`config.mk`:
```
export PLATFORM = sky130hd
export DESIGN_NAME = ysyx_25060170_regfile_sb_flat
export DESIGN_NICKNAME = d
export VERILOG_FILES = /design/src/rtl/ysyx_25060170_regfile_sb_pkg.sv /design/src/rtl/ysyx_25060170_regfile_sb_if.sv /design/src/rtl/ysyx_25060170_sb_bit.sv /design/src/rtl/ysyx_25060170_regfile_sb.sv /design/src/flat_wrapper.sv
export SDC_FILE = /design/constraint.sdc
export NUM_CORES = 2
export LEC_CHECK = 0
export BUFFER_PORTS_ARGS = -buffer_cell sky130_fd_sc_hd__buf_2
export CAP_MARGIN = 30
export CORE_MARGIN = 10
export CORE_UTILIZATION = 33
export CTS_BUF_LIST = sky130_fd_sc_hd__clkbuf_16
export CTS_CLUSTER_SIZE = 20
export DETAILED_ROUTE_END_ITERATION = 6
export GPL_ROUTABILITY_DRIVEN = 0
export MAX_ROUTING_LAYER = met4
export PLACE_DENSITY = 0.55
export SYNTH_ARGS = -nofsm -noshare
export SYNTH_HDL_FRONTEND = slang
export SYNTH_SLANG_ARGS = --single-unit
```
`constraint.sdc`:
```
create_clock -name clk -period 3.4 [get_ports clk]
set_clock_uncertainty 0.2 [all_clocks]
set_input_delay 0 -clock clk [delete_from_list [all_inputs] [get_ports clk]]
set_output_delay 0 -clock clk [all_outputs]
set_load 0.02 [all_outputs]
```
`src/rtl/ysyx_25060170_regfile_sb_pkg.sv`:
```
// ysyx_25060170_pkg: shared register-file constants and address type for decode, issue and write-back.
package ysyx_25060170_pkg;
    localparam int XLEN       = 32;
    localparam int NREG_RV32I = 32;
    localparam int NREG_RV32E = 16;
    typedef logic [$clog2(NREG_RV32I)-1:0] reg_addr_t;
endpackage

```
`src/rtl/ysyx_25060170_regfile_sb_if.sv`:
```
// ysyx_25060170_regfile_sb_if: read, issue-reservation and write-back bundle of the scoreboarded register file.
interface ysyx_25060170_regfile_sb_if #(
    parameter int XLEN = 32,
    parameter int NREG = 32,
    parameter int NRD  = 2
);
    localparam int AW = $clog2(NREG);
    logic [NRD*AW-1:0]   rd_addr;
    logic [NRD*XLEN-1:0] rd_data;
    logic [NRD-1:0]      rd_busy;
    logic                iss_valid;
    logic [AW-1:0]       iss_rd;
    logic                iss_ready;
    logic                wb_valid;
    logic [AW-1:0]       wb_addr;
    logic [XLEN-1:0]     wb_data;
    logic                wb_ready;
    logic [AW:0]         busy_cnt;
    logic                idle;
    modport master (
        output rd_addr, iss_valid, iss_rd, wb_valid, wb_addr, wb_data,
        input  rd_data, rd_busy, iss_ready, wb_ready, busy_cnt, idle
    );
    modport slave (
        input  rd_addr, iss_valid, iss_rd, wb_valid, wb_addr, wb_data,
        output rd_data, rd_busy, iss_ready, wb_ready, busy_cnt, idle
    );
endinterface

```
`src/rtl/ysyx_25060170_sb_bit.sv`:
```
// ysyx_25060170_sb_bit: one scoreboard busy flag; set beats clear when both arrive together.
module ysyx_25060170_sb_bit (
    input  logic clk,
    input  logic rst,
    input  logic set,
    input  logic clr,
    output logic q
);
    always_ff @(posedge clk or negedge rst)
        if (!rst) q <= 1'b0;
        else      q <= set ? 1'b1 : clr ? 1'b0 : q;
endmodule

```
`src/rtl/ysyx_25060170_regfile_sb.sv`:
```
// ysyx_25060170_regfile_sb: integer register file with write-back bypass and per-register busy scoreboard.
module ysyx_25060170_regfile_sb
    import ysyx_25060170_pkg::*;
#(
    parameter int XLEN = ysyx_25060170_pkg::XLEN,
    parameter int NREG = NREG_RV32I,
    parameter int NRD  = 2
) (
    input logic clk,
    input logic rst,
    ysyx_25060170_regfile_sb_if.slave bus
);
    localparam int AW = $clog2(NREG);

    logic [XLEN-1:0] regs [NREG];
    logic [NREG-1:0] busy;
    logic [AW:0]     cnt;
    logic            iss_fire, inc, dec;

    assign bus.iss_ready = bus.iss_rd == '0 || !busy[bus.iss_rd]
                        || (bus.wb_valid && bus.wb_addr == bus.iss_rd);
    assign iss_fire      = bus.iss_valid && bus.iss_ready;
    assign inc           = iss_fire && bus.iss_rd != '0 && !busy[bus.iss_rd];
    assign dec           = bus.wb_valid && busy[bus.wb_addr]
                        && !(iss_fire && bus.iss_rd == bus.wb_addr);
    assign bus.wb_ready  = 1'b1;
    assign bus.busy_cnt  = cnt;
    assign bus.idle      = cnt == '0;

    // regs[0] is never written, so it holds its reset value of zero
    always_ff @(posedge clk or negedge rst)
        if (!rst) begin
            for (int i = 0; i < NREG; i++) regs[i] <= '0;
        end else begin
            for (int i = 1; i < NREG; i++)
                if (bus.wb_valid && bus.wb_addr == AW'(i)) regs[i] <= bus.wb_data;
        end

    always_ff @(posedge clk or negedge rst)
        if (!rst) cnt <= '0;
        else      cnt <= cnt + (AW+1)'(inc) - (AW+1)'(dec);

    assign busy[0] = 1'b0;
    for (genvar g = 1; g < NREG; g++) begin : g_sb
        ysyx_25060170_sb_bit u_bit (
            .clk (clk),
            .rst (rst),
            .set (iss_fire && bus.iss_rd == AW'(g)),
            .clr (bus.wb_valid && bus.wb_addr == AW'(g)),
            .q   (busy[g])
        );
    end

    for (genvar k = 0; k < NRD; k++) begin : g_rd
        logic [AW-1:0] a;
        logic          hit;
        assign a   = bus.rd_addr[k*AW +: AW];
        assign hit = bus.wb_valid && bus.wb_addr == a && a != '0;
        assign bus.rd_data[k*XLEN +: XLEN] = hit ? bus.wb_data : regs[a];
        assign bus.rd_busy[k]              = hit ? 1'b0 : busy[a];
    end
endmodule

```
`src/flat_wrapper.sv`:
```
// flat-port wrapper written by rule: the top's interface ports become plain ports
module ysyx_25060170_regfile_sb_flat import ysyx_25060170_pkg::*;
#(
    parameter int XLEN = ysyx_25060170_pkg::XLEN,
    parameter int NREG = NREG_RV32I,
    parameter int NRD  = 2
)
  (clk, rst, bus_rd_addr, bus_iss_valid, bus_iss_rd, bus_wb_valid, bus_wb_addr, bus_wb_data, bus_rd_data, bus_rd_busy, bus_iss_ready, bus_wb_ready, bus_busy_cnt, bus_idle);
  ysyx_25060170_regfile_sb_if #(.XLEN(XLEN), .NREG(NREG), .NRD(NRD)) bus_i ();
  input logic clk;
  input logic rst;
  input wire logic [$bits(bus_i.rd_addr)-1:0] bus_rd_addr;
  input wire logic [$bits(bus_i.iss_valid)-1:0] bus_iss_valid;
  input wire logic [$bits(bus_i.iss_rd)-1:0] bus_iss_rd;
  input wire logic [$bits(bus_i.wb_valid)-1:0] bus_wb_valid;
  input wire logic [$bits(bus_i.wb_addr)-1:0] bus_wb_addr;
  input wire logic [$bits(bus_i.wb_data)-1:0] bus_wb_data;
  output wire logic [$bits(bus_i.rd_data)-1:0] bus_rd_data;
  output wire logic [$bits(bus_i.rd_busy)-1:0] bus_rd_busy;
  output wire logic [$bits(bus_i.iss_ready)-1:0] bus_iss_ready;
  output wire logic [$bits(bus_i.wb_ready)-1:0] bus_wb_ready;
  output wire logic [$bits(bus_i.busy_cnt)-1:0] bus_busy_cnt;
  output wire logic [$bits(bus_i.idle)-1:0] bus_idle;
  assign bus_i.rd_addr = bus_rd_addr;
  assign bus_i.iss_valid = bus_iss_valid;
  assign bus_i.iss_rd = bus_iss_rd;
  assign bus_i.wb_valid = bus_wb_valid;
  assign bus_i.wb_addr = bus_wb_addr;
  assign bus_i.wb_data = bus_wb_data;
  assign bus_rd_data = bus_i.rd_data;
  assign bus_rd_busy = bus_i.rd_busy;
  assign bus_iss_ready = bus_i.iss_ready;
  assign bus_wb_ready = bus_i.wb_ready;
  assign bus_busy_cnt = bus_i.busy_cnt;
  assign bus_idle = bus_i.idle;
  ysyx_25060170_regfile_sb #(.XLEN(XLEN), .NREG(NREG), .NRD(NRD)) u_core (.clk(clk), .rst(rst), .bus(bus_i));
endmodule
```
==> Yosys cells after proc, flatten, opt, wreduce, memory -nomap -nowiden <==
Index checks and enable logic that the tools add are counted.
W data, S select, Z words.
{ "totals": {"out_inout_bits": 75, "reg_bits": 1029} }
{ "op_classes": {"eq_ne": 66, "magnitude_cmp": 6, "addsub": 2, "n_reduce_logical": 113, "muxes": 80, "bitwise": 2} }
{ "op_table": {"columns": ["op", "n"], "rows": [
  ["$bmux W32 S5", 2],
  ["$mux W32", 6],
  ["$eq A5 B5 Y1 const B", 32],
  ["$eq A5 B4 Y1 const B", 16],
  ["$logic_and A1 B1 Y1", 73],
  ["$mux W1", 68],
  ["$reduce_bool A2 Y1", 31],
  ["$eq A5 B3 Y1 const B", 8],
  ["$lt A5 B6 Y1 const B", 4],
  ["$bmux W1 S5", 4],
  ["$eq A5 B2 Y1 const B", 4],
  ["$eq A5 B5 Y1", 4],
  ["$reduce_bool A5 Y1", 3],
  ["$ge A6 B6 Y1 const B", 2],
  ["$not A5 Y6", 2],
  ["$eq A5 B1 Y1 const B", 2],
  ["$add A6 B1 Y6", 1],
  ["$logic_not A6 Y1", 1],
  ["$sub A6 B1 Y6", 1],
  ["$logic_not A5 Y1", 1],
  ["$logic_not A1 Y1", 2],
  ["$logic_or A1 B1 Y1", 2]
]} }

==> Depth between registers and ports, before layout <==
{ "logic_depth": {"ltp_word": 10, "depth_mapped": 19, "depth_no_buf": 16} }

==> Modules after synthesis <==
Synthesis repeated with hierarchy kept, for this count alone.
{ "hier_totals": {"cells_unflattened": 3992, "hier_area_um2": 56382.8} }
{ "by_module_without_submodules": {"columns": ["module", "seq_area_each_um2", "area_per_inst_um2", "instances", "cells_per_inst"], "rows": [
  ["ysyx_25060170_regfile_sb", 24974.0, 55258.0, 1, 3899],
  ["ysyx_25060170_sb_bit", 25.0, 36.3, 31, 3]
]} }

==> Worst setup path after synthesis <==
Ideal clock, no wire load.
{ "synth_path": {"path_type": "reg2reg", "startpoint": "register u_core.g_sb[31].u_bit.q", "endpoint": "register u_core.cnt[4], in the netlist u_core.bus.busy_cnt[4]", "t_required_ns": 3.078, "arrival_ns": 2.990, "path_stages_with_launch": 18, "slack_ns": 0.088, "path_cell_list": "dfrtp_1 mux4_2 a22oi_1 nand4b_1 and3_4 nand2_4 buf_4 a31oi_1 ha_1 inv_1 ha_1 inv_1 fa_1 inv_1 a21oi_1 nor2_1 nor2_1 xnor2_1"} }
{ "synth_between": {"elab_chain_len": 10} }
{ "synth_lines": {"columns": ["item", "line_no", "text"], "rows": [
  ["start, declared", "ysyx_25060170_sb_bit.sv:7", "output logic q"],
  ["start signal, assigned", "ysyx_25060170_sb_bit.sv:11", "else q <= set ? 1'b1 : clr ? 1'b0 : q;"],
  ["$bmux W1 S5 (*)", "ysyx_25060170_regfile_sb.sv:20", "assign bus.iss_ready = bus.iss_rd == '0 || !busy[bus.iss_rd]"],
  ["$mux W1 (not written as such) (*)", "ysyx_25060170_regfile_sb.sv:20", null],
  ["$logic_not A1 Y1 (*)", "ysyx_25060170_regfile_sb.sv:20", null],
  ["$logic_or A1 B1 Y1 (*)", "ysyx_25060170_regfile_sb.sv:20", null],
  ["$logic_or A1 B1 Y1 (*)", "ysyx_25060170_regfile_sb.sv:21", "|| (bus.wb_valid && bus.wb_addr == bus.iss_rd);"],
  ["net bus_iss_ready", "flat_wrapper.sv:20", "output wire logic [$bits(bus_i.iss_ready)-1:0] bus_iss_ready;"],
  ["$logic_and A1 B1 Y1 (*)", "ysyx_25060170_regfile_sb.sv:22", "assign iss_fire = bus.iss_valid && bus.iss_ready;"],
  ["$logic_and A1 B1 Y1, on equally long branches", "ysyx_25060170_regfile_sb.sv:23, ysyx_25060170_regfile_sb.sv:25", null],
  ["$logic_and A1 B1 Y1 or $logic_not A1 Y1 (tied branches)", "ysyx_25060170_regfile_sb.sv:23, ysyx_25060170_regfile_sb.sv:25", null],
  ["$add A6 B1 Y6 or $logic_and A1 B1 Y1 (tied branches)", "ysyx_25060170_regfile_sb.sv:41, ysyx_25060170_regfile_sb.sv:25", null],
  ["$sub A6 B1 Y6 (*)", "ysyx_25060170_regfile_sb.sv:41", "else cnt <= cnt + (AW+1)'(inc) - (AW+1)'(dec);"],
  ["end signal, assigned", "ysyx_25060170_regfile_sb.sv:41", null],
  ["end, declared", "ysyx_25060170_regfile_sb.sv:17", "logic [AW:0] cnt;"]
]} }
The timed path passes the listed nets; every way through them passes the cells marked *. The select of a mux whose other input is x is not followed.
A chain may end at the register's enable or synchronous reset.

==> Worst setup path in the final report <==
{ "layout_path": {"startpoint": "register u_core.g_sb[31].u_bit.q", "endpoint": "register u_core.cnt[4], in the netlist u_core.bus.busy_cnt[4]"} }
{ "layout_between": {"elab_chain_len": 10} }
{ "layout_lines": {"columns": ["item", "line_no"], "rows": [
  ["$bmux W1 S5", "ysyx_25060170_regfile_sb.sv:20, ysyx_25060170_regfile_sb.sv:23"],
  ["$mux W1 (not written as such)", "ysyx_25060170_regfile_sb.sv:20, ysyx_25060170_regfile_sb.sv:23"],
  ["$logic_not A1 Y1", "ysyx_25060170_regfile_sb.sv:20, ysyx_25060170_regfile_sb.sv:23"],
  ["$logic_or A1 B1 Y1", "ysyx_25060170_regfile_sb.sv:20"],
  ["$logic_or A1 B1 Y1", "ysyx_25060170_regfile_sb.sv:21"],
  ["$logic_and A1 B1 Y1", "ysyx_25060170_regfile_sb.sv:22"],
  ["$logic_and A1 B1 Y1, on equally long branches", "ysyx_25060170_regfile_sb.sv:23, ysyx_25060170_regfile_sb.sv:25"],
  ["$logic_and A1 B1 Y1 or $logic_not A1 Y1 (tied branches)", "ysyx_25060170_regfile_sb.sv:23, ysyx_25060170_regfile_sb.sv:25"],
  ["$add A6 B1 Y6 or $logic_and A1 B1 Y1 (tied branches)", "ysyx_25060170_regfile_sb.sv:41, ysyx_25060170_regfile_sb.sv:25"],
  ["$sub A6 B1 Y6 (*)", "ysyx_25060170_regfile_sb.sv:41"]
]} }
Mark *: on every way between the ends. The rest lies on a longest branch, timed or not. The select of a mux whose other input is x is not followed.

==> impl_metrics.json <==
{
  "status": "completed",
  "r2r-end": "u_core.bus.busy_cnt[4]",
  "viasPerCell": 5.74,
  "hold_viol": 0,
  "crit_arrival_ns": 3.73,
  "cts_buffers": 120,
  "grt_pass1_vias": 37786,
  "synthCells": 3825,
  "routed_wl_mm": 189,
  "final_cell_area_um2": 65800,
  "synth_top_area_frac": 0.453,
  "antenna_found_initial": 3,
  "fmax_ghz": 0.303,
  "synth_seq_area_share": 0.453,
  "critPathCaptureType": "flop",
  "fin_crit_ns": 3.30,
  "fp.dieArea_um2": 189000,
  "cts_tree": "done",
  "ant_nets": 0,
  "ir_drop_mv": 0.411,
  "final_layout_size_suffix_gt1_frac": 0.545,
  "rows": 152,
  "asyncSetResetFlopFracSynth": 1.00,
  "drv_cap": 0,
  "worstMarginPinSlew_ns": 0.790,
  "yosysTopAreaCell": "dfrtp_1",
  "synth_cell_types": 54,
  "cp_data_required_time_ns": 3.83,
  "clk_path_buf_depth": 3,
  "gr-total-overflow": 0,
  "dr_total_vias": 36416,
  "synth_ff_type": "dfrtp_1",
  "drc": 0,
  "cellPowerDensity_nw_per_um2": 588,
  "rrSetupSlack_ns": 0.10,
  "first_pass_iters": 5,
  "critPathKind": "flop to flop",
  "utilization": 0.384,
  "synth_nets": 3890,
  "ys_top_cells_by_area": "dfrtp_1, mux2_2, mux4_2, mux2i_1, buf_2",
  "die_width_um": 435,
  "drt_iter0_drc": 2975,
  "setup_tns_ns": 0,
  "slew_headroom": 0.473,
  "wire_per_inst_um": 29.8,
  "fillers": 16166,
  "r2r_start": "u_core.g_sb[31].u_bit.q",
  "pre_cts_ws_ns": -0.0851,
  "report.power.total_mw": 38.7,
  "ys_ff_latch": 1029,
  "clock_sinks": 1029,
  "cts-htree-levels": 3,
  "grt_usage": 0.201,
  "die_h_um": 435,
  "syn_area_um2": 56900,
  "endpoint": "u_core.bus.busy_cnt[4]",
  "synth_edf_count": 0,
  "coreArea_um2": 172000,
  "insertion_delay_ns": 0.75,
  "hpwl_mm": 114,
  "layout_setup_ws_ns": 0.100,
  "start_util": 0.331,
  "portBuffers": 129,
  "io_pins": 131,
  "syn_avg_cell_area_um2": 14.9,
  "syn2layout_area_growth_pct": 15.8,
  "p_leak_nw": 28.1,
  "grt_pass1_wl_mm": 277,
  "grt_max_degree": 98,
  "period_share": 0.971,
  "regArea_um2": 25700,
  "cp_max_fo": 2,
  "rsz0062_at_grt": "true",
  "slew_violations": 0,
  "start_kind": "flop",
  "setup_viol": 0,
  "place_area_um2": 61300,
  "layout.nets": 3994,
  "multiInputGateArea_um2": 29300,
  "path_clk_slew_ns": 0.06,
  "crit_start": "u_core.g_sb[31].u_bit.q",
  "hold_path_class": "input pin to flop",
  "cts_root_buf": "clkbuf_16",
  "ys_warn_count": 32,
  "r2r_cells": 15
}
[cell usage in the layout, fill, tap and decap left out, types with 48 or more instances in the layout]
cell type,synthesis,routed
clkbuf_16,0,122
a22o_1,95,95
mux4_2,501,501
buf_4,29,164
mux2_2,1107,1107
buf_12,0,64
mux2i_1,134,134
dlygate4sd3_1,0,48
dfrtp_1,1029,1029
nand2_1,75,63
buf_2,171,118
a21oi_1,53,51
[synth_stat cells, drive strengths merged, types with 35 or more instances]
| master | n |
|---|---|
| a21oi | 53 |
| a22o | 95 |
| buf | 227 |
| clkbuf | 195 |
| dfrtp | 1029 |
| mux2 | 1107 |
| mux2i | 134 |
| mux4 | 501 |
| nand2 | 77 |
| nor2 | 59 |
| nor2b | 35 |
| o21ai | 51 |
| o22ai | 41 |
[what timing repair did]
action / in CTS / in global routing
resized for setup: 4 / 10
buffers inserted: 0 / 2
endpoints found under the hold margin: 2056 / 0
setup endpoints to repair: 2 / 2
hold buffers: 49 / 0
pin swaps: 1 / 12
[worst min-delay path by stage]
stage,from,end,slack [ns],depth (start not counted)
after floorplan,rst,u_core.bus.busy_cnt[0],-0.50,0
after global placement,rst,u_core.regs[297],-0.19,1
after global routing,bus_wb_addr[3],u_core.g_sb[7].u_bit.q,0.11,5
after CTS,bus_wb_addr[3],u_core.g_sb[7].u_bit.q,0.04,5
after detailed placement,rst,u_core.regs[329],-0.18,1
final,bus_wb_addr[3],u_core.g_sb[7].u_bit.q,0.11,5
[area by class of cell]
cell class                      count  area share
Multi-Input combinational cell   2345       0.446
Sequential cell                  1029       0.391
Timing Repair Buffer              404      0.0568
Clock buffer                      122      0.0464
Tap cell                         2310      0.0439
Clock inverter                    101      0.0140
Inverter                           29     0.00165
Antenna cell                        4    0.000152
[flip-flops by register name, summed over array words and instances, names as in the netlist]
signal               cells
u_core.g_sb.u_bit.q     31
u_core.regs            992
u_core.bus.busy_cnt      6
[power breakdown]
group / switching [mW] / leakage [nW] / total (mW) / internal, mW
combinational: 3.68 / 13.0 / 9.00 / 5.32
sequential: 1.76 / 13.1 / 16.5 / 14.7
clock: 5.44 / 2.04 / 13.2 / 7.81
[cell families after synthesis]
logic type | Yosys count | synth area share
adders and majority gates | 9 | 0.00211
and+or+nand+nor | 225 | 0.0198
buffers and inverters | 451 | 0.0365
DFF | 1029 | 0.453
other | 1 | 0.0000660
muxes | 1742 | 0.441
xor gates and xnor gates | 17 | 0.00262
AOI/OAI and AO/OA | 351 | 0.0447
[layer usage]
| layer | up-vias | GRT usage | wire [um] |
|---|---|---|---|
| met5 | - | - | 0 |
| met1 | 20038 | 0.265 | 81600 |
| met4 | 0 | 0.0517 | 5080 |
| met3 | 280 | 0.0304 | 9800 |
| li1 | 15047 | - | - |
| met2 | 1051 | 0.323 | 92500 |
[stage by stage]
step | hold WS (ns) | instances
after floorplan | -0.496 | 3825
after global placement | -0.190 | 6066
after detailed placement | -0.184 | 6066
after CTS | 0.0370 | 6338
after global routing | 0.113 | 6341
final | 0.106 | 6344
[critical path: stages (launching register included)]
cell and delay, ns:
dfrtp_1 0.38, mux4_2 0.48, mux4_2 0.50, nand2b_4 0.16, o311ai_4 0.09, a31oi_1 0.09, ha_1 0.32, inv_2 0.07
ha_4 0.14, inv_2 0.04, fa_2 0.34, inv_2 0.06, a21oi_2 0.04, nor2_1 0.10, nor2_1 0.06, xnor2_1 0.11
(Power assumes the default switching activity.)
